## config.mk

```make
export PLATFORM = sky130hd
export DESIGN_NAME = sfx_sequencer
export DESIGN_NICKNAME = d
export VERILOG_FILES = /design/src/rtl/sfx_sequencer.sv
export SDC_FILE = /design/constraint.sdc
export NUM_CORES = 1
export LEC_CHECK = 0
export ABC_AREA = 1
export CAP_MARGIN = 20
export CORE_MARGIN = 10
export CORE_UTILIZATION = 59
export CTS_BUF_LIST = sky130_fd_sc_hd__clkbuf_2
export DETAILED_ROUTE_END_ITERATION = 10
export DONT_BUFFER_PORTS = 1
export PLACE_DENSITY = 0.78
export SLEW_MARGIN = 20
export SYNTH_ARGS = -nofsm -noshare
export SYNTH_HDL_FRONTEND = slang
export SYNTH_SLANG_ARGS = --single-unit
export TNS_END_PERCENT = 20
```

## constraint.sdc

```tcl
create_clock -name clk -period 1.9 [get_ports clk]
set_clock_uncertainty 0.2 [all_clocks]
set_input_delay 0.285 -clock clk [delete_from_list [all_inputs] [get_ports clk]]
set_output_delay 0.285 -clock clk [all_outputs]
set_load 0.005 [all_outputs]
```

## src/rtl/sfx_sequencer.sv

```systemverilog
// Sound-effect scheduler: fixed-priority, preemptive arbitration of game sound
// requests, each played as a timed ROM script driving note select and audio enable.
module sfx_sequencer #(
  parameter int TICK_CYCLES = 500000
) (
  input  logic       clk,
  input  logic       rst,
  input  logic       bump,
  input  logic       snakeEatCherry,
  input  logic       game_start,
  input  logic       sfx_mute,
  output logic [2:0] note,
  output logic       snd_en,
  output logic       busy,
  output logic [1:0] active_id,
  output logic       done
);

  localparam int PW = (TICK_CYCLES > 1) ? $clog2(TICK_CYCLES) : 1;
  localparam logic [PW-1:0] PRESC_MAX = PW'(TICK_CYCLES - 1);

  typedef enum logic [1:0] {IDLE, LOAD, PLAY} state_t;

  state_t        state;
  logic [2:0]    req_p0;
  logic [2:0]    pending;
  logic [2:0]    req_edge;
  logic [2:0]    grant_mask;
  logic [1:0]    grant_id;
  logic [1:0]    low_id;
  logic [1:0]    step_idx;
  logic [PW-1:0] presc;
  logic [5:0]    tick;
  logic          gate;
  logic          gate_nxt;
  logic          step_end;
  logic          last_step;
  logic          preempt;

  // Script ROM: every step of a given script has the same length.
  function automatic logic [5:0] step_ticks(input logic [1:0] id);
    case (id)
      2'd1:    return 6'd40;
      2'd2:    return 6'd10;
      2'd3:    return 6'd20;
      default: return 6'd1;
    endcase
  endfunction

  function automatic logic [2:0] step_note(input logic [1:0] id, input logic [1:0] idx);
    case (id)
      2'd2:    return {1'b0, idx};
      2'd3:    return (idx == 2'd0) ? 3'd0 : 3'd3;
      default: return 3'd4;
    endcase
  endfunction

  function automatic logic step_gate(input logic [1:0] id, input logic [1:0] idx);
    return !((id == 2'd1) && (idx == 2'd1));
  endfunction

  function automatic logic [1:0] last_idx(input logic [1:0] id);
    case (id)
      2'd1:    return 2'd2;
      2'd2:    return 2'd3;
      2'd3:    return 2'd1;
      default: return 2'd0;
    endcase
  endfunction

  function automatic logic [1:0] lowest(input logic [2:0] p);
    if (p[0]) return 2'd1;
    if (p[1]) return 2'd2;
    if (p[2]) return 2'd3;
    return 2'd0;
  endfunction

  always_comb begin
    req_edge  = {game_start, snakeEatCherry, bump} & ~req_p0;
    low_id    = lowest(pending);
    case (grant_id)
      2'd1:    grant_mask = 3'b001;
      2'd2:    grant_mask = 3'b010;
      2'd3:    grant_mask = 3'b100;
      default: grant_mask = 3'b000;
    endcase
    step_end  = (presc == PRESC_MAX) && (tick == step_ticks(active_id) - 6'd1);
    last_step = (step_idx == last_idx(active_id));
    preempt   = (state == PLAY) && (pending != 3'b000) && (low_id <= active_id);
    gate_nxt  = gate;
    if (state == LOAD)
      gate_nxt = step_gate(grant_id, 2'd0);
    else if ((state == PLAY) && !preempt && step_end)
      gate_nxt = last_step ? 1'b0 : step_gate(active_id, step_idx + 2'd1);
  end

  always_ff @(posedge clk) begin
    if (rst) begin
      state     <= IDLE;
      req_p0    <= 3'b000;
      pending   <= 3'b000;
      grant_id  <= 2'd0;
      step_idx  <= 2'd0;
      presc     <= '0;
      tick      <= 6'd0;
      gate      <= 1'b0;
      note      <= 3'd4;
      snd_en    <= 1'b0;
      busy      <= 1'b0;
      active_id <= 2'd0;
      done      <= 1'b0;
    end else begin
      req_p0 <= {game_start, snakeEatCherry, bump};
      done   <= 1'b0;
      gate   <= gate_nxt;
      snd_en <= gate_nxt & ~sfx_mute;
      // A new edge on the source being loaded re-arms it rather than being lost.
      if (state == LOAD)
        pending <= (pending & ~grant_mask) | req_edge;
      else
        pending <= pending | req_edge;
      case (state)
        IDLE: begin
          if (pending != 3'b000) begin
            grant_id <= low_id;
            state    <= LOAD;
            busy     <= 1'b1;
          end
        end
        LOAD: begin
          active_id <= grant_id;
          step_idx  <= 2'd0;
          presc     <= '0;
          tick      <= 6'd0;
          note      <= step_note(grant_id, 2'd0);
          state     <= PLAY;
        end
        PLAY: begin
          if (preempt) begin
            grant_id <= low_id;
            state    <= LOAD;
          end else if (step_end) begin
            presc <= '0;
            tick  <= 6'd0;
            if (last_step) begin
              state     <= IDLE;
              note      <= 3'd4;
              active_id <= 2'd0;
              busy      <= 1'b0;
              done      <= 1'b1;
            end else begin
              step_idx <= step_idx + 2'd1;
              note     <= step_note(active_id, step_idx + 2'd1);
            end
          end else if (presc == PRESC_MAX) begin
            presc <= '0;
            tick  <= tick + 6'd1;
          end else begin
            presc <= presc + 1'b1;
          end
        end
        default: begin
          state <= IDLE;
          busy  <= 1'b0;
        end
      endcase
    end
  end

endmodule

```

### Yosys cells after proc, flatten, opt, wreduce, memory -nomap -nowiden

Index checks and enable logic that the tools add are counted.

* output and inout bits: 8
* flip-flop bits (word level): 46
* bits of input ports: 6
* logic and storage cells: 127

* order comparisons: 1
* add/subtract/negate cells: 4
* multiplexer cells: 54
* bitwise gates (word level): 11
* equal/unequal tests: 21
* reduce and logical (&&, ||, !) cells: 23

Operator list (number)
* 19-bit 2-to-1 mux: 3
* 19-bit case mux with 2 select lines: 1
* 2-bit 2-to-1 mux: 17
* 19-bit by 1-bit adder with 19-bit output (second input constant): 1
* 19-bit == test (second input constant): 1
* 6-bit 2-to-1 mux: 3
* 6-bit case mux with 3 select lines: 1
* 3-bit 2-to-1 mux: 5
* 1-bit 2-to-1 mux: 14
* 2-bit != test (second input constant): 6
* 2-bit case mux with 2 select lines: 3
* 2-bit case mux with 3 select lines: 2
* 3-bit case mux with 2 select lines: 2
* 6-bit case mux with 2 select lines: 1
* 3-bit AND reduction: 4
* 2-bit == test (second input constant): 5
* 3-bit != test (second input constant): 3
* 3-bit case mux with 3 select lines: 1
* 2-bit by 1-bit == test with 1-bit output (second input constant): 4
* 4-bit AND reduction: 2
* 6-bit by 1-bit adder with 6-bit output (second input constant): 1
* 3-bit AND: 2
* 6-bit == test: 1
* 1-bit logical AND: 6
* 17 further kinds: 25

### Depth between registers and ports, before layout

Gate-level depths: netlist of run 1.

* depth in word-level cells: 15
* mapped depth: 14
* depth with buffers taken out: 14

### Worst setup path after synthesis of run 1

Ideal clock, no wire load.

* kind: register to register
* from: register active_id[0]
* to: register active_id[0]
* data required time: 1.636 ns
* path slack: -0.108 ns
* path buffers: 0
* stages on the path, launching flop included: 11
* period minus slack after synthesis: 2.008 ns
* arrival: 1.744 ns
* library setup time: 0.064 ns
* cells stage by stage: dfxtp_1 inv_1 ha_1 nor2_1 xor2_1 nand2_1 o21ai_0 nand3_2 nand2_1 inv_1 nor2_1

* cells in the longest elaborated chain, start to end: 7
* elaborated cells on any way between the ends: 15
* classes of those cells: 1 x add/sub; 1 x order compare; 8 x eq/ne; 2 x mux; 3 x reduce/logical

Ends and longest elaborated chain
* from (decl): RTL line 15 `output logic [1:0] active_id,`
* from (signal assigned): RTL line 131 `active_id <= grant_id;`
* 2-bit == test / 2-bit by 1-bit == test with 1-bit output (equally long branches): RTL line 42, 63
* 6-bit case mux with 3 select lines: RTL line 42 `case (id)`
* 6-bit by 1-bit subtractor with 6-bit output: RTL line 87 `step_end = (presc == PRESC_MAX) && (tick == step_ticks(active_id) - 6'd1);`
* 6-bit == test: RTL line 87
* 1-bit logical AND: RTL line 87
* 2-bit != test (no line)
* 4-bit AND reduction (no line) (*)

Mark *: on every way between the ends. The rest lies on a longest branch, timed or not.
A chain may end at the register's enable or synchronous reset.

### Worst setup path after layout of run 1

* from: register pending[1]
* to: register presc[0]

* cells in the longest elaborated chain, start to end: 9
* elaborated cells on any way between the ends: 13
* classes of those cells: 1 x order compare; 1 x eq/ne; 7 x mux; 4 x reduce/logical

Ends and longest elaborated chain
* from (decl): RTL line 26 `logic [2:0] pending;`
* from (signal assigned): RTL line 119 `pending <= (pending & ~grant_mask) | req_edge;`
* from (signal assigned): RTL line 121 `pending <= pending | req_edge;`
* 2-bit 2-to-1 mux: RTL line 73 `if (p[1]) return 2'd2;`
* 2-bit 2-to-1 mux: RTL line 74 `if (p[2]) return 2'd3;`
* 2-bit 2-to-1 mux: RTL line 75 `return 2'd0;`
* 2-bit 2-to-1 mux: RTL line 74
* 2-bit 2-to-1 mux: RTL line 73
* 2-bit less-or-equal comparator: RTL line 89 `preempt = (state == PLAY) && (pending != 3'b000) && (low_id <= active_id);`
* 1-bit logical AND (*): RTL line 89
* 2-bit != test (no line) (*)
* 2-bit AND reduction (no line) (*)
* to (signal assigned): RTL line 159 `presc <= presc + 1'b1;`
* to (decl): RTL line 32 `logic [PW-1:0] presc;`

Mark *: on every way between the ends. The rest lies on a longest branch, timed or not. The select of a mux whose other input is x is not followed.

==> results of run 1 <==
cells in the final DEF (no fill, tap or decap), types with 3 or more instances in the layout:
master	count
sky130_fd_sc_hd__o21ai_1	4
sky130_fd_sc_hd__ha_1	6
sky130_fd_sc_hd__nand3_1	19
sky130_fd_sc_hd__ha_4	5
sky130_fd_sc_hd__nand3_2	6
sky130_fd_sc_hd__inv_1	46
sky130_fd_sc_hd__nor2_1	39
sky130_fd_sc_hd__nor3_1	6
sky130_fd_sc_hd__a21oi_2	10
sky130_fd_sc_hd__dlygate4sd3_1	6
sky130_fd_sc_hd__o21ai_0	15
sky130_fd_sc_hd__clkbuf_2	5
sky130_fd_sc_hd__nand4_1	7
sky130_fd_sc_hd__nor2_4	7
sky130_fd_sc_hd__xor2_1	4
sky130_fd_sc_hd__dfxtp_2	4
sky130_fd_sc_hd__buf_4	29
sky130_fd_sc_hd__o211ai_1	4
sky130_fd_sc_hd__nand2_1	99
sky130_fd_sc_hd__a21oi_1	20
sky130_fd_sc_hd__nand2_4	4
sky130_fd_sc_hd__inv_2	7
sky130_fd_sc_hd__o21ai_2	4
sky130_fd_sc_hd__dfxtp_1	41
sky130_fd_sc_hd__nand2_2	12
sky130_fd_sc_hd__buf_6	7
sky130_fd_sc_hd__nor2_2	3
sky130_fd_sc_hd__nand2_8	4
cell type report:
class                   count  area (um2)  area share, %
clock buffers               5        25.0          0.724
clock inverters             3        63.8           1.85
inverters                  54         210           6.08
multi-input cells         294        1790           51.7
flip-flops and latches     46         930           26.9
well taps                  52        65.1           1.88
repair buffers             43         377           10.9
cell families after synthesis:
kind of cell / Yosys count / synth area share, %
AND/OR/NAND/NOR: 210 / 35.7
XOR/XNOR: 7 / 2.27
buffers and inverters: 61 / 9.38
flip-flops: 46 / 34.0
AO/OA/AOI/OAI: 64 / 13.1
adder cells (fa/ha/maj): 12 / 5.55
through the flow:
step	cell area (um2)	std cells	power [uW]	hold slack [ns]
finish	3460	497	3280	0.237
CTS	3270	491	3060	-0.324
floorplan	2720	400	1840	0.157
detailed placement	2970	475	2210	0.159
global route	3460	497	3460	0.259
global placement	2970	475	2190	0.157
registers in the layout, summed over array words and instances (netlist names), 2 cells and up:
register	count
active_id	2
grant_id	2
note	3
pending	3
presc	19
req_p0	3
state	2
step_idx	2
tick	6
worst max-delay path by stage:
stage	startpoint	slack, ns	to
after floorplan	active_id[0]	-0.04	note[1]
after global routing	pending[1]	-0.36	presc[0]
after detailed placement	pending[2]	-0.22	presc[7]
after global placement	pending[2]	-0.14	presc[7]
final	pending[1]	-0.20	presc[0]
after CTS	pending[1]	-0.1	presc[6]
repair_timing:
item,CTS,global route
hold buffers,4,2
buffers inserted,4,3
pin swaps,8,5
cloned,0,1
endpoints found under the hold margin,24,21
resized for setup,43,29
setup endpoints to repair,39,40
power breakdown:
group / total [uW] / switching, uW / internal, uW / leakage [uW]
clock: 682 / 332 / 349 / 0.0000506
combinational: 1450 / 820 / 632 / 0.000990
sequential: 1150 / 88.4 / 1060 / 0.000377
total: 3280 / 1240 / 2040 / 0.00142
critical path: stages, from the launching register on:
cell and delay [ns]:
sky130_fd_sc_hd__dfxtp_2 0.41, sky130_fd_sc_hd__inv_1 0.08, sky130_fd_sc_hd__a21oi_2 0.15, sky130_fd_sc_hd__ha_1 0.25, sky130_fd_sc_hd__nand2_1 0.07, sky130_fd_sc_hd__nand2_2 0.10, sky130_fd_sc_hd__nand2_4 0.11, sky130_fd_sc_hd__nand2_8 0.08
sky130_fd_sc_hd__nor2_4 0.14, sky130_fd_sc_hd__buf_4 0.16, sky130_fd_sc_hd__o21ai_0 0.11, sky130_fd_sc_hd__a21oi_1 0.18
metal layers:
layer	routed length, um	share of wire, %	track usage [%]
met2	3730	50	30.4
met3	478	6.4	3.62
met4	159	2.1	5.36
met5	0	0	0
met1	3070	41	22.6
==> results.txt, run 1 <==
Highest ir drop seen on vdd - 0.000663 V
Accumulated negative setup slack - -2.61 ns
Arrival time reported for the critical path endpoint - 2.26 ns
Average detailed-routed wire length per instance - 14.9 um
Synth Register Bits - 46
Inserted Diodes - 0
Finish-stage setup viols - 37
Crit path time final - 2.10 ns
Number of fill cells - 299
Headroom to the max-slew limit - 40.7%
Number of nets in the layout - 462
CTS H-tree depth - 2
End point of the worst hold path - pending[0]
Number of DRC markers after the initial detailed-route iteration - 230
Ys async rst share - 0%
Std-Cell Core Area - 0.00438 mm2
RSZ-0062 raised after global routing - yes
Last weighted congestion value of the routability-driven placer - 0.902
Critical path capture point type - register
Final Slew Violations - 0
Critical path class - reg -> reg
Highest clock rate - 476 MHz
Startpoint types - register
Number of iterations in the first detailed-routing pass - 6
Setup WS pre-CTS - -0.223 ns
Detailed-route via count - 2836
Number of standard cells after synthesis - 400
Vias in the first global route - 2575
Combined global-route utilization of all metal layers - 18.0%
Clock sinks - 46
Number of warning messages in the yosys log - 0
Period utilisation layout - 111%
Worst reg-to-reg path cell count - 11
Die Ht - 87.7 um
Synthesized cell area - 0.00271 mm2
Final routed wirelength across all metal layers - 7430 um
Endpoint required time on the critical path - 2.06 ns
Source-to-sink clock delay at the later pin of the worst-skew pair - 0.43 ns
Outcome - finished with violations
Max-Cap Viols - 0
Port Buf Inserts - 0
Hold/Removal Path Class - reg -> reg
Share of the synthesized area in the top cell type - 34.0%
Utilization after layout - 78.9%
EDFF count, synth - 0
Top cells by count, synth - sky130_fd_sc_hd__nand2_1 (108), sky130_fd_sc_hd__inv_1 (48), sky130_fd_sc_hd__dfxtp_1 (46), sky130_fd_sc_hd__nor2_1 (43), sky130_fd_sc_hd__a21oi_1 (29)
CTS root buf - sky130_fd_sc_hd__clkbuf_2
Instance count along the most critical hold path - 1
Maximum buffer depth of the clock tree - 2
Number of CTS-inserted buffers - 5
Biggest area contributors in the synthesized netlist - sky130_fd_sc_hd__dfxtp_1 (34%), sky130_fd_sc_hd__nand2_1 (15%), sky130_fd_sc_hd__inv_1 (6.7%), sky130_fd_sc_hd__nor2_1 (6.0%), sky130_fd_sc_hd__ha_1 (5.5%)
Remaining antenna violation count after routing - 0
X dimension of the die - 87.7 um
Violated checks - negative setup slack
PnR worst setup slack - -0.201 ns
Area of the die - 0.00770 mm2
Max FO, Critical Path - 6
Area growth from synthesis to final layout - 27.8%
Most instantiated library cell after synthesis - sky130_fd_sc_hd__nand2_1
Largest net degree at the start of global routing - 24
Drc violations - 0
Placed wire-length estimate after detailed placement - 4670 um
Seq/Total Area, Yosys - 34.0%
Number of rows created at floorplan - 24
Per-cell via count in the routed design - 5.71
CTS tree - built
Number of hold-slack violations in the final timing report - 0
Remaining Overflow, GRT - 0
First-pass GRT wire length - 11500 um
Fraction of layout instances using a drive strength above 1 - 26.7%
Post-synth top flop - sky130_fd_sc_hd__dfxtp_1
Reg-to-reg critical path startpoint - pending[1]
Library cell with the largest summed area after synthesis - sky130_fd_sc_hd__dfxtp_1
IO Pins - 14
Worst flop-to-flop path endpoint - presc[0]
Power per unit of standard cell area - 949 mW/mm2
R2r setup slk - -0.20 ns
Number of antenna violations at the first check in global routing - 0
Average cell area after synthesis - 6.77 um2
Worst slew pin tran - 0.886 ns
Library cells used by synthesis - 34
Leakage power figure - 0.00142 uW
Post-Syn Nets - 418
Starting density of the core - 61.7%
Startpoint of the tightest hold check path - req_p0[0]
Clock slew at the register clock pins of the worst setup and hold paths - 0.24 ns
No activity file was read; power rests on OpenSTA's default activity.
==> run 2, diff against run 1 <==
--- a/config.mk
+++ b/config.mk
@@ -5,11 +5,11 @@
 export SDC_FILE = /design/constraint.sdc
 export NUM_CORES = 1
 export LEC_CHECK = 0
-export ABC_AREA = 1
 export CAP_MARGIN = 20
 export CORE_MARGIN = 10
 export CORE_UTILIZATION = 59
 export CTS_BUF_LIST = sky130_fd_sc_hd__clkbuf_2
+export CTS_CLUSTER_SIZE = 40
 export DETAILED_ROUTE_END_ITERATION = 10
 export DONT_BUFFER_PORTS = 1
 export PLACE_DENSITY = 0.78
==> results.txt, run 2 <==
Number of hold-slack violations in the final timing report - 0 (unchanged)
Largest net degree at the start of global routing - 33 (was 24)
Per-cell via count in the routed design - 6.79 (was 5.71)
Critical path class - reg -> reg (unchanged)
Highest ir drop seen on vdd - 0.000523 V (was 0.000663 V)
Leading cell type in the layout, fill and taps excluded - sky130_fd_sc_hd__buf_4 (was sky130_fd_sc_hd__nand2_1)
Switching share of power - 32.5% (was 37.8%)
Worst reg-to-reg path cell count - 9 (was 11)
Drc violations - 0 (unchanged)
R2r setup slk - -0.69 ns (was -0.20 ns)
Most instantiated library cell after synthesis - sky130_fd_sc_hd__dfxtp_1 (was sky130_fd_sc_hd__nand2_1)
Clock sinks - 46 (unchanged)
First-pass GRT wire length - 12900 um (was 11500 um)
Combined global-route utilization of all metal layers - 21.6% (was 18.0%)
Fraction of layout instances using a drive strength above 1 - 41.8% (was 26.7%)
Area taken by flip-flops and latches - 942 um2 (was 930 um2)
CP bufs+invs - 2 (unchanged)
CTS tree - built (unchanged)
Number of CTS-inserted buffers - 5 (unchanged)
Critical path capture point type - register (unchanged)
Number of fill cells - 162 (was 299)
Die Ht - 85.1 um (was 87.7 um)
Top cells by count, synth - sky130_fd_sc_hd__dfxtp_1 (46), sky130_fd_sc_hd__nor2_1 (38), sky130_fd_sc_hd__nand2_1 (25), sky130_fd_sc_hd__a21oi_1 (20), sky130_fd_sc_hd__o21ai_0 (18) (was sky130_fd_sc_hd__nand2_1 (108), sky130_fd_sc_hd__inv_1 (48), sky130_fd_sc_hd__dfxtp_1 (46), sky130_fd_sc_hd__nor2_1 (43), sky130_fd_sc_hd__a21oi_1 (29))
Port Buf Inserts - 0 (unchanged)
Clock power share - 25.9% (was 20.8%)
Number of DRC markers after the initial detailed-route iteration - 502 (was 230)
Accumulated negative setup slack - -18.88 ns (was -2.61 ns)
Endpoint required time on the critical path - 2.05 ns (was 2.06 ns)
PnR worst setup slack - -0.692 ns (was -0.201 ns)
Area growth from synthesis to final layout - 48.1% (was 27.8%)
Placed standard-cell area - 0.00316 mm2 (was 0.00297 mm2)
Library cells used by synthesis - 50 (was 34)
Average detailed-routed wire length per instance - 22.4 um (was 14.9 um)
Layout Cell Area excl Fill - 0.00371 mm2 (was 0.00346 mm2)
Biggest area contributors in the synthesized netlist - sky130_fd_sc_hd__dfxtp_1 (37%), sky130_fd_sc_hd__ha_1 (6.0%), sky130_fd_sc_hd__nor2_1 (5.7%), sky130_fd_sc_hd__a21oi_1 (4.0%), sky130_fd_sc_hd__nand2_1 (3.8%) (was sky130_fd_sc_hd__dfxtp_1 (34%), sky130_fd_sc_hd__nand2_1 (15%), sky130_fd_sc_hd__inv_1 (6.7%), sky130_fd_sc_hd__nor2_1 (6.0%), sky130_fd_sc_hd__ha_1 (5.5%))
Instance count along the most critical hold path - 2 (was 1)
Final Slew Violations - 0 (unchanged)
Detailed-route via count - 2974 (was 2836)
Most flop-heavy register - presc (unchanged)
Power per unit of standard cell area - 605 mW/mm2 (was 949 mW/mm2)
Source-to-sink clock delay at the later pin of the worst-skew pair - 0.44 ns (was 0.43 ns)
Number of rows created at floorplan - 23 (was 24)
Combinational power share - 28.1% (was 44.3%)
Crit path time final - 2.59 ns (was 2.10 ns)
Maximum single-stage delay on the critical path - 0.50 ns (was 0.41 ns)
Leakage power figure - 0.00146 uW (was 0.00142 uW)
CTS H-tree depth - 2 (unchanged)
RSZ-0062 raised after global routing - yes (unchanged)
Finish-stage setup viols - 40 (was 37)
Post-synth top flop - sky130_fd_sc_hd__dfxtp_1 (unchanged)
Violated checks - negative setup slack (unchanged)
Synthesized cell area - 0.00250 mm2 (was 0.00271 mm2)
Inserted Diodes - 0 (unchanged)
Last weighted congestion value of the routability-driven placer - 0.889 (was 0.902)
Worst flop-to-flop path endpoint - gate (was presc[0])
Power spent charging and discharging nets - 729 uW (was 1240 uW)
X dimension of the die - 85.1 um (was 87.7 um)
Vias in the first global route - 2730 (was 2575)
Family with the most delay on the worst path - simple AND/OR/NAND/NOR gates (unchanged)
Maximum buffer depth of the clock tree - 2 (unchanged)
Number of standard cells after synthesis - 299 (was 400)
Ys async rst share - 0% (unchanged)
Share of the synthesized area in the top cell type - 36.8% (was 34.0%)
Final routed wirelength across all metal layers - 9800 um (was 7430 um)
Number of nets in the layout - 405 (was 462)
Max FO, Critical Path - 7 (was 6)
Library cell with the largest summed area after synthesis - sky130_fd_sc_hd__dfxtp_1 (unchanged)
Number of warning messages in the yosys log - 0 (unchanged)
Number of iterations in the first detailed-routing pass - 8 (was 6)
Highest clock rate - 386 MHz (was 476 MHz)
Worst-case hold slack - 0.298 ns (was 0.237 ns)
Arrival time reported for the critical path endpoint - 2.74 ns (was 2.26 ns)
IO Pins - 14 (unchanged)
Headroom to the max-slew limit - 73.5% (was 40.7%)
Area of combinational cells with multiple inputs - 0.00175 mm2 (was 0.00179 mm2)
Starting density of the core - 61.7% (about the same)
Area of the die - 0.00725 mm2 (was 0.00770 mm2)
EDFF count, synth - 0 (unchanged)
Remaining Overflow, GRT - 0 (unchanged)
Cell breakdown of the critical path - buf_12 > inv_8 > ha_4 > xor2_1 > nand4_1 > or4_4 > nand2b_4 > mux2_4 > nor2_1 (was inv_1 > a21oi_2 > ha_1 > nand2_1 > nand2_2 > nand2_4 > nand2_8 > nor2_4 > buf_4 > o21ai_0 > a21oi_1)
Reg-to-reg critical path startpoint - active_id[0] (was pending[1])
Remaining antenna violation count after routing - 0 (unchanged)
Hold/Removal Path Class - in -> reg (was reg -> reg)
Outcome - finished with violations (unchanged)
Seq/Total Area, Yosys - 36.8% (was 34.0%)
Synth Register Bits - 46 (unchanged)
Setup WS pre-CTS - -0.943 ns (was -0.223 ns)
Internal power - 1510 uW (was 2040 uW)
Average cell area after synthesis - 8.37 um2 (was 6.77 um2)
Post-Syn Nets - 317 (was 418)
Worst slew pin tran - 0.396 ns (was 0.886 ns)
CTS root buf - sky130_fd_sc_hd__clkbuf_2 (unchanged)
Sequential cell fraction of total power - 46.0% (was 35.0%)
Period utilisation layout - 136% (was 111%)
Max-Cap Viols - 0 (unchanged)
Std-Cell Core Area - 0.00406 mm2 (was 0.00438 mm2)
Number of antenna violations at the first check in global routing - 0 (unchanged)
Clock slew at the register clock pins of the worst setup and hold paths - 0.25 ns (was 0.24 ns)
Number of flip-flops under the largest register name - 19 (unchanged)
Startpoint types - register (unchanged)
Startpoint of the tightest hold check path - sfx_mute (was req_p0[0])
Crit-path slowest cell - sky130_fd_sc_hd__or4_4 (was sky130_fd_sc_hd__dfxtp_2)
End point of the worst hold path - snd_en (was pending[0])
Commonest cells after routing, fill and taps aside - sky130_fd_sc_hd__buf_4 (73), sky130_fd_sc_hd__dfxtp_1 (37), sky130_fd_sc_hd__nor2_1 (35), sky130_fd_sc_hd__nand2_1 (23), sky130_fd_sc_hd__a21oi_1 (12) (was sky130_fd_sc_hd__nand2_1 (99), sky130_fd_sc_hd__inv_1 (46), sky130_fd_sc_hd__dfxtp_1 (41), sky130_fd_sc_hd__nor2_1 (39), sky130_fd_sc_hd__buf_4 (29))
Placed wire-length estimate after detailed placement - 4880 um (was 4670 um)
Largest registers - presc: 19 flops, tick: 6 flops (unchanged)
run 2: changes by cell type after synthesis, sizes merged, moves of 4 or more:
cell	previous run	this run
nand2	118	25
inv	54	11
nand3	26	6
nor2	49	38
a31oi	0	10
nand2b	0	8
nor2b	0	8
a21oi	31	24
or3	0	6
clkbuf	4	9
a221oi	0	4
and3	0	4
o21ai	23	19
xor2	4	8
run 2: metal layers:
layer / global-route usage, % / vias up / part of all wire (%)
li1: - / 1253 / -
met1: 24.8 / 1378 / 38
met2: 36.6 / 260 / 46
met3: 4.97 / 83 / 9.6
met4: 10.6 / 0 / 6.1
met5: 0 / - / 0
run 2: through the flow:
step                      utilization (%)  std cells  total power [uW]
after detailed placement             77.8        410              1490
final                                91.3        438              2240
after CTS                            87.2        429              2120
after floorplan                         -        299              1300
after global placement               77.8        410              1480
after global routing                 91.3        438              2290
run 2: worst max path at each step:
| stage | from | to | cells after the start |
|---|---|---|---|
| after floorplan | presc[0] | snd_en | 8 |
| after global placement | pending[2] | presc[14] | 10 |
| after detailed placement | pending[1] | presc[14] | 10 |
| after CTS | pending[2] | tick[4] | 10 |
| after global routing | active_id[0] | gate | 9 |
| final | active_id[0] | gate | 9 |
run 2: cell families after synthesis:
group | after synthesis | share of synthesized area (%)
flops | 46 | 36.8
compound gates | 75 | 20.1
mux | 3 | 1.40
simple gates | 126 | 27.2
fa+ha+maj | 12 | 6.00
xor+xnor | 13 | 4.55
buf+inv | 24 | 4.05
run 2: power by group through the flow:
stage / clock network [uW] / registers, uW / logic, uW
4_1_cts: 565 / 1030 / 530
2_1_floorplan: 0 / 1040 / 258
5_1_grt: 600 / 1030 / 656
6_report: 581 / 1030 / 629
3_3_place_gp: 0 / 1040 / 434
3_5_place_dp: 0 / 1050 / 447
run 2: timing repair:
| action | CTS | global route |
|---|---|---|
| pin swaps | 21 | 19 |
| setup endpoints to repair | 40 | 40 |
| gates resized for setup | 46 | 25 |
| hold endpoints to repair | 39 | 0 |
| hold buffers | 6 | 0 |
| buffers inserted | 5 | 9 |
run 2: final cells by class:
cell class / count / area share [%]
Inverter: 11 / 1.38
Multi-Input combinational cell: 229 / 47.2
Clock inverter: 2 / 1.01
Clock buffer: 6 / 0.810
Tap cell: 50 / 1.69
Sequential cell: 46 / 25.4
Timing Repair Buffer: 94 / 22.5
run 2: worst register-to-register path: stages (launching register included):
cell                       delay, ns
sky130_fd_sc_hd__dfxtp_4        0.43
sky130_fd_sc_hd__buf_12         0.15
sky130_fd_sc_hd__inv_8          0.05
sky130_fd_sc_hd__ha_4           0.15
sky130_fd_sc_hd__xor2_1         0.22
sky130_fd_sc_hd__nand4_1        0.21
sky130_fd_sc_hd__or4_4          0.50
sky130_fd_sc_hd__nand2b_4       0.19
sky130_fd_sc_hd__mux2_4         0.32
sky130_fd_sc_hd__nor2_1         0.11
==> run 3, diff against run 2 <==
--- a/config.mk
+++ b/config.mk
@@ -6,13 +6,15 @@
 export NUM_CORES = 1
 export LEC_CHECK = 0
 export CAP_MARGIN = 20
+export CELL_PAD_IN_SITES_DETAIL_PLACEMENT = 0
+export CELL_PAD_IN_SITES_GLOBAL_PLACEMENT = 1
 export CORE_MARGIN = 10
-export CORE_UTILIZATION = 59
+export CORE_UTILIZATION = 45
 export CTS_BUF_LIST = sky130_fd_sc_hd__clkbuf_2
 export CTS_CLUSTER_SIZE = 40
 export DETAILED_ROUTE_END_ITERATION = 10
 export DONT_BUFFER_PORTS = 1
-export PLACE_DENSITY = 0.78
+export PLACE_DENSITY_LB_ADDON = 0.1
 export SLEW_MARGIN = 20
 export SYNTH_ARGS = -nofsm -noshare
 export SYNTH_HDL_FRONTEND = slang
==> results.txt, run 3 (synthesis gave the netlist of run 2 again) <==
Outcome - finished with violations (unchanged)
Violated checks - negative setup slack (unchanged)
Headroom to the max-slew limit - 77.1% (was 73.5%)
Worst-case hold slack - 0.240 ns (was 0.298 ns)
Number of CTS-inserted buffers - 5 (unchanged)
Per-cell via count in the routed design - 5.28 (was 6.79)
CTS tree - built (unchanged)
Number of hold-slack violations in the final timing report - 0 (unchanged)
Setup WS pre-CTS - -0.432 ns (was -0.943 ns)
Number of rows created at floorplan - 27 (was 23)
Endpoint required time on the critical path - 2.08 ns (was 2.05 ns)
Largest net degree at the start of global routing - 33 (unchanged)
RSZ-0062 raised after global routing - yes (unchanged)
CTS root buf - sky130_fd_sc_hd__clkbuf_2 (unchanged)
Last weighted congestion value of the routability-driven placer - 0.842 (was 0.889)
Number of flip-flops under the largest register name - 19 (unchanged)
Number of iterations in the first detailed-routing pass - 4 (was 8)
Finish-stage setup viols - 40 (unchanged)
IO Pins - 14 (unchanged)
Number of antenna violations at the first check in global routing - 0 (unchanged)
Number of DRC markers after the initial detailed-route iteration - 143 (was 502)
PnR worst setup slack - -0.376 ns (was -0.692 ns)
Cell breakdown of the critical path - nor2_1 > nor2_1 > ha_1 > nor2b_4 > o21ai_2 > a21oi_4 > a31oi_4 > or3_1 > a21oi_2 (was buf_12 > inv_8 > ha_4 > xor2_1 > nand4_1 > or4_4 > nand2b_4 > mux2_4 > nor2_1)
Std-Cell Core Area - 0.00544 mm2 (was 0.00406 mm2)
Area of the die - 0.00894 mm2 (was 0.00725 mm2)
Crit-path slowest cell - sky130_fd_sc_hd__or3_1 (was sky130_fd_sc_hd__or4_4)
Critical path capture point type - register (unchanged)
Placed wire-length estimate after detailed placement - 4840 um (was 4880 um)
Period utilisation layout - 120% (was 136%)
Leading cell type in the layout, fill and taps excluded - sky130_fd_sc_hd__buf_4 (unchanged)
Number of nets in the layout - 397 (was 405)
Arrival time reported for the critical path endpoint - 2.46 ns (was 2.74 ns)
Worst slew pin tran - 0.340 ns (was 0.396 ns)
Average detailed-routed wire length per instance - 15.1 um (was 22.4 um)
Maximum buffer depth of the clock tree - 2 (unchanged)
Max-Cap Viols - 0 (unchanged)
CTS H-tree depth - 2 (unchanged)
Detailed-route via count - 2386 (was 2974)
Final routed wirelength across all metal layers - 6820 um (was 9800 um)
Startpoint types - register (unchanged)
Max FO, Critical Path - 5 (was 7)
Highest ir drop seen on vdd - 0.000417 V (was 0.000523 V)
Drc violations - 0 (unchanged)
X dimension of the die - 94.6 um (was 85.1 um)
Power per unit of standard cell area - 561 mW/mm2 (was 605 mW/mm2)
Die Ht - 94.6 um (was 85.1 um)
Inserted Diodes - 0 (unchanged)
Area growth from synthesis to final layout - 40.5% (was 48.1%)
Crit path top cell by count - sky130_fd_sc_hd__nor2_1
Crit path time final - 2.28 ns (was 2.59 ns)
Vias in the first global route - 2227 (was 2730)
Maximum single-stage delay on the critical path - 0.40 ns (was 0.50 ns)
Leakage power figure - 0.00138 uW (was 0.00146 uW)
Most flop-heavy register - presc (unchanged)
Source-to-sink clock delay at the later pin of the worst-skew pair - 0.43 ns (was 0.44 ns)
Starting density of the core - 46.0% (was 61.7%)
Remaining antenna violation count after routing - 0 (unchanged)
Highest clock rate - 439 MHz (was 386 MHz)
Final Slew Violations - 0 (unchanged)
Clock slew at the register clock pins of the worst setup and hold paths - 0.24 ns (was 0.25 ns)
Clock sinks - 46 (unchanged)
Largest registers - presc: 19 flops, tick: 6 flops (unchanged)
Remaining Overflow, GRT - 0 (unchanged)
Commonest cells after routing, fill and taps aside - sky130_fd_sc_hd__buf_4 (70), sky130_fd_sc_hd__dfxtp_1 (40), sky130_fd_sc_hd__nor2_1 (37), sky130_fd_sc_hd__nand2_1 (24), sky130_fd_sc_hd__a21oi_1 (15) (was sky130_fd_sc_hd__buf_4 (73), sky130_fd_sc_hd__dfxtp_1 (37), sky130_fd_sc_hd__nor2_1 (35), sky130_fd_sc_hd__nand2_1 (23), sky130_fd_sc_hd__a21oi_1 (12))
Combined global-route utilization of all metal layers - 15.6% (was 21.6%)
Critical path class - reg -> reg (unchanged)
Fraction of layout instances using a drive strength above 1 - 36.3% (was 41.8%)
R2r setup slk - -0.38 ns (was -0.69 ns)
Hold/Removal Path Class - in -> reg (unchanged)
Port Buf Inserts - 0 (unchanged)
First-pass GRT wire length - 11000 um (was 12900 um)
run 3: per-layer routing:
layer	global-route usage, %	vias up	wire length [um]
met3	4.04	7	325
li1	-	1234	-
met4	4.11	0	67
met5	0	-	0
met1	20.5	1107	3290
met2	24.6	38	3140
run 3: final cells by class:
cell class | count | area (um2)
clock inverters | 3 | 15.0
fillers | 468 | 1920
multi-input cells | 229 | 1680
repair buffers | 86 | 721
well taps | 72 | 90.1
clock buffers | 5 | 25.0
inverters | 11 | 48.8
flip-flops and latches | 46 | 933
run 3: final timing paths:
path | start | end | cells past startpoint
setup / recovery | pending[2] | note[0] | 9
hold / removal | rst | req_p0[1] | 2
setup reg to reg | pending[2] | note[0] | 9
hold reg to reg | req_p0[1] | pending[1] | 2
run 3: timing repair:
item,CTS,global route
pin swaps,24,6
cloned,0,1
hold buffers,4,6
setup buffers,4,3
setup endpoints to repair,40,40
endpoints found under the hold margin,45,43
gates resized for setup,37,12
run 3: report_power, final:
part	internal, uW	switching [uW]
Sequential	1000	35.4
Clock	86.2	332
Combinational	251	266
Total	1340	633
run 3: stage by stage:
step | std cells | total power [uW] | area, um2 | util (%) | TNS [ns]
floorplan | 299 | 1300 | 2590 | - | -6.80
global placement | 426 | 1470 | 3140 | 57.7 | -9.82
detailed placement | 426 | 1480 | 3140 | 57.7 | -10.69
CTS | 442 | 1950 | 3380 | 62.1 | -9.14
global route | 452 | 2080 | 3520 | 64.6 | -14.38
finish | 452 | 1970 | 3520 | 64.6 | -9.33
run 3: worst max-delay path, delay by kind of cell, from the launching register on:
kind	cells	cell delay [ns]
and+or+nand+nor	4	0.69
AOI/OAI and AO/OA	4	0.67
DFF	1	0.39
adders and majority gates	1	0.29
==> RTL edit (config.mk and constraints of run 1) <==
The 3 states of `state_t` get a one-hot encoding in 3 bits.
--- a/src/rtl/sfx_sequencer.sv
+++ b/src/rtl/sfx_sequencer.sv
@@ -19,7 +19,7 @@
   localparam int PW = (TICK_CYCLES > 1) ? $clog2(TICK_CYCLES) : 1;
   localparam logic [PW-1:0] PRESC_MAX = PW'(TICK_CYCLES - 1);
 
-  typedef enum logic [1:0] {IDLE, LOAD, PLAY} state_t;
+  typedef enum logic [2:0] {IDLE = 3'b001, LOAD = 3'b010, PLAY = 3'b100} state_t;
 
   state_t        state;
   logic [2:0]    req_p0;
Function: same outputs for any inputs over 10 cycles, from zero or initial values and one cycle with rst high; not proved beyond that.
==> RTL edit against run 1 <==
  * The flow finishes with violations (hold timing, setup timing)
  * Sequential cell count is 1 higher
  * Synthesized area is 0.79% lower
  * Global-route usage is 0.67 points higher
  * Worst setup slack worse by 0.025 ns
  * Synthesized cell count is 0.50% higher
  * Utilization is 1.7 points lower
  * Non-clock buffer count is 14 higher
  * Design area is 2.2% lower
  * Sequential share of layout area is 1.1 points higher
  * Count of clock-buffer cells in the layout is 1 higher
  * Highest routed layer unchanged
  * Critical endpoint is now presc[12]$_SDFFE_PP0P_
  * Worst hold slack worse by 0.60 ns
  * Routed wire length is 7.2% lower
Power is not compared: it rests on default switching activity, and its combinational part moved more than twofold at a synthesized area within 25%.
==> RTL edit: results (changes against run 1) <==
[layout]
clock_area_share_pct = 2.66  ; +0.094 points
fillCellCount = 326  ; +9.0%
seqAreaFraction_pct = 28.0  ; +1.1 points
multi_input_area_um2 = 1610  ; -10%
signal_buffers = 57  ; +33%
nFlopsAndLatches = 47  ; +2.2%
inv_count = 53  ; -1.9%
clkbuf_count = 6  ; +1
multi_input_cells = 295  ; +0.34%

[synthesis]
synthTopCellsByArea = dfxtp_1, nand2_1, inv_1
synthAdderAreaFrac_pct = 5.59  ; +0.044 points
yosys.area_share.xor_xnor_pct = 3.91  ; +1.6 points
synth-compound-area-share_pct = 10.2  ; -2.9 points
seq_area_frac_synth_pct = 35.0  ; +1.0 points

[worst_setup_path]
r2r_end = presc[12]$_SDFFE_PP0P_
arrival_ns = 2.32  ; +0.06 ns

[timing]
tightest_slew_ns = 0.453  ; -0.434 ns
finalSetupViolCount = 41  ; +11%
finalHoldViolCount = 24  ; +24
timing.hold.ws_ns = -0.366  ; -0.602 ns
finalWorstSetupSlack_ns = -0.226  ; -0.0250 ns

[outcome]
violations = hold timing, setup timing
status = complete, but fails checks

[die]
die_area_um2 = 7650  ; -0.60%

[global_routing]
grt_max_degree = 26  ; +8.3%
grt_pass1_vias = 2570  ; -0.19%
grt_pass1_wl_um = 11600  ; +0.48%

[detailed_routing]
wl_um = 6900  ; -7.2%
dr_wl_met3_um = 280  ; -41%
met1_length_um = 2900  ; -5.5%

[placement]
place_hpwl_um = 4740  ; +1.5%

==> RTL edit: cell count changes after synthesis, sizes merged, moves of 2 or more <==
cell    change
o21ai       -9
nand2       -2
nand3       +6
nor3        +4
xor2        +5
o211ai      -4
o22ai       +2
==> RTL edit: per-stage QoR <==
stage | cells | setup TNS [ns] | worst slack, ns
floorplan | 402 | -0.0435 | -0.0113
global placement | 491 | -2.88 | -0.133
detailed placement | 491 | -4.33 | -0.184
CTS | 511 | -3.71 | -0.155
global route | 512 | -11.11 | -0.384
finish | 512 | -5.58 | -0.226
==> RTL edit: kinds of logic (layout without fill, tap and decap cells) <==
kind of cell / after synthesis / after routing
buffers and inverters: 61 / 118
and+or+nand+nor: 219 / 220
xor gates and xnor gates: 12 / 12
adders and majority gates: 12 / 12
AOI/OAI and AO/OA: 51 / 51
DFF: 47 / 47
==> RTL edit: report_power, final <==
group | switching, mW | total [mW] | leakage, nW | internal (mW)
clock network | 0.343 | 0.702 | 0.0532 | 0.359
logic | 0.355 | 0.607 | 0.970 | 0.252
registers | 0.0597 | 1.12 | 0.383 | 1.06
total | 0.758 | 2.43 | 1.41 | 1.67
==> RTL edit: repair_timing <==
action / CTS / global route
cloned: 1 / 0
pin swaps: 6 / 1
buffers inserted: 3 / 1
hold endpoints to repair: 30 / 24
setup endpoints to repair: 41 / 41
resized for setup: 21 / 11
==> RTL edit: routing by layer <==
layer  up-vias  GRT usage (%)
met5         -              0
met4         0           10.4
met3        21           4.12
met2        48           31.9
met1      1250           20.9
li1       1397              -
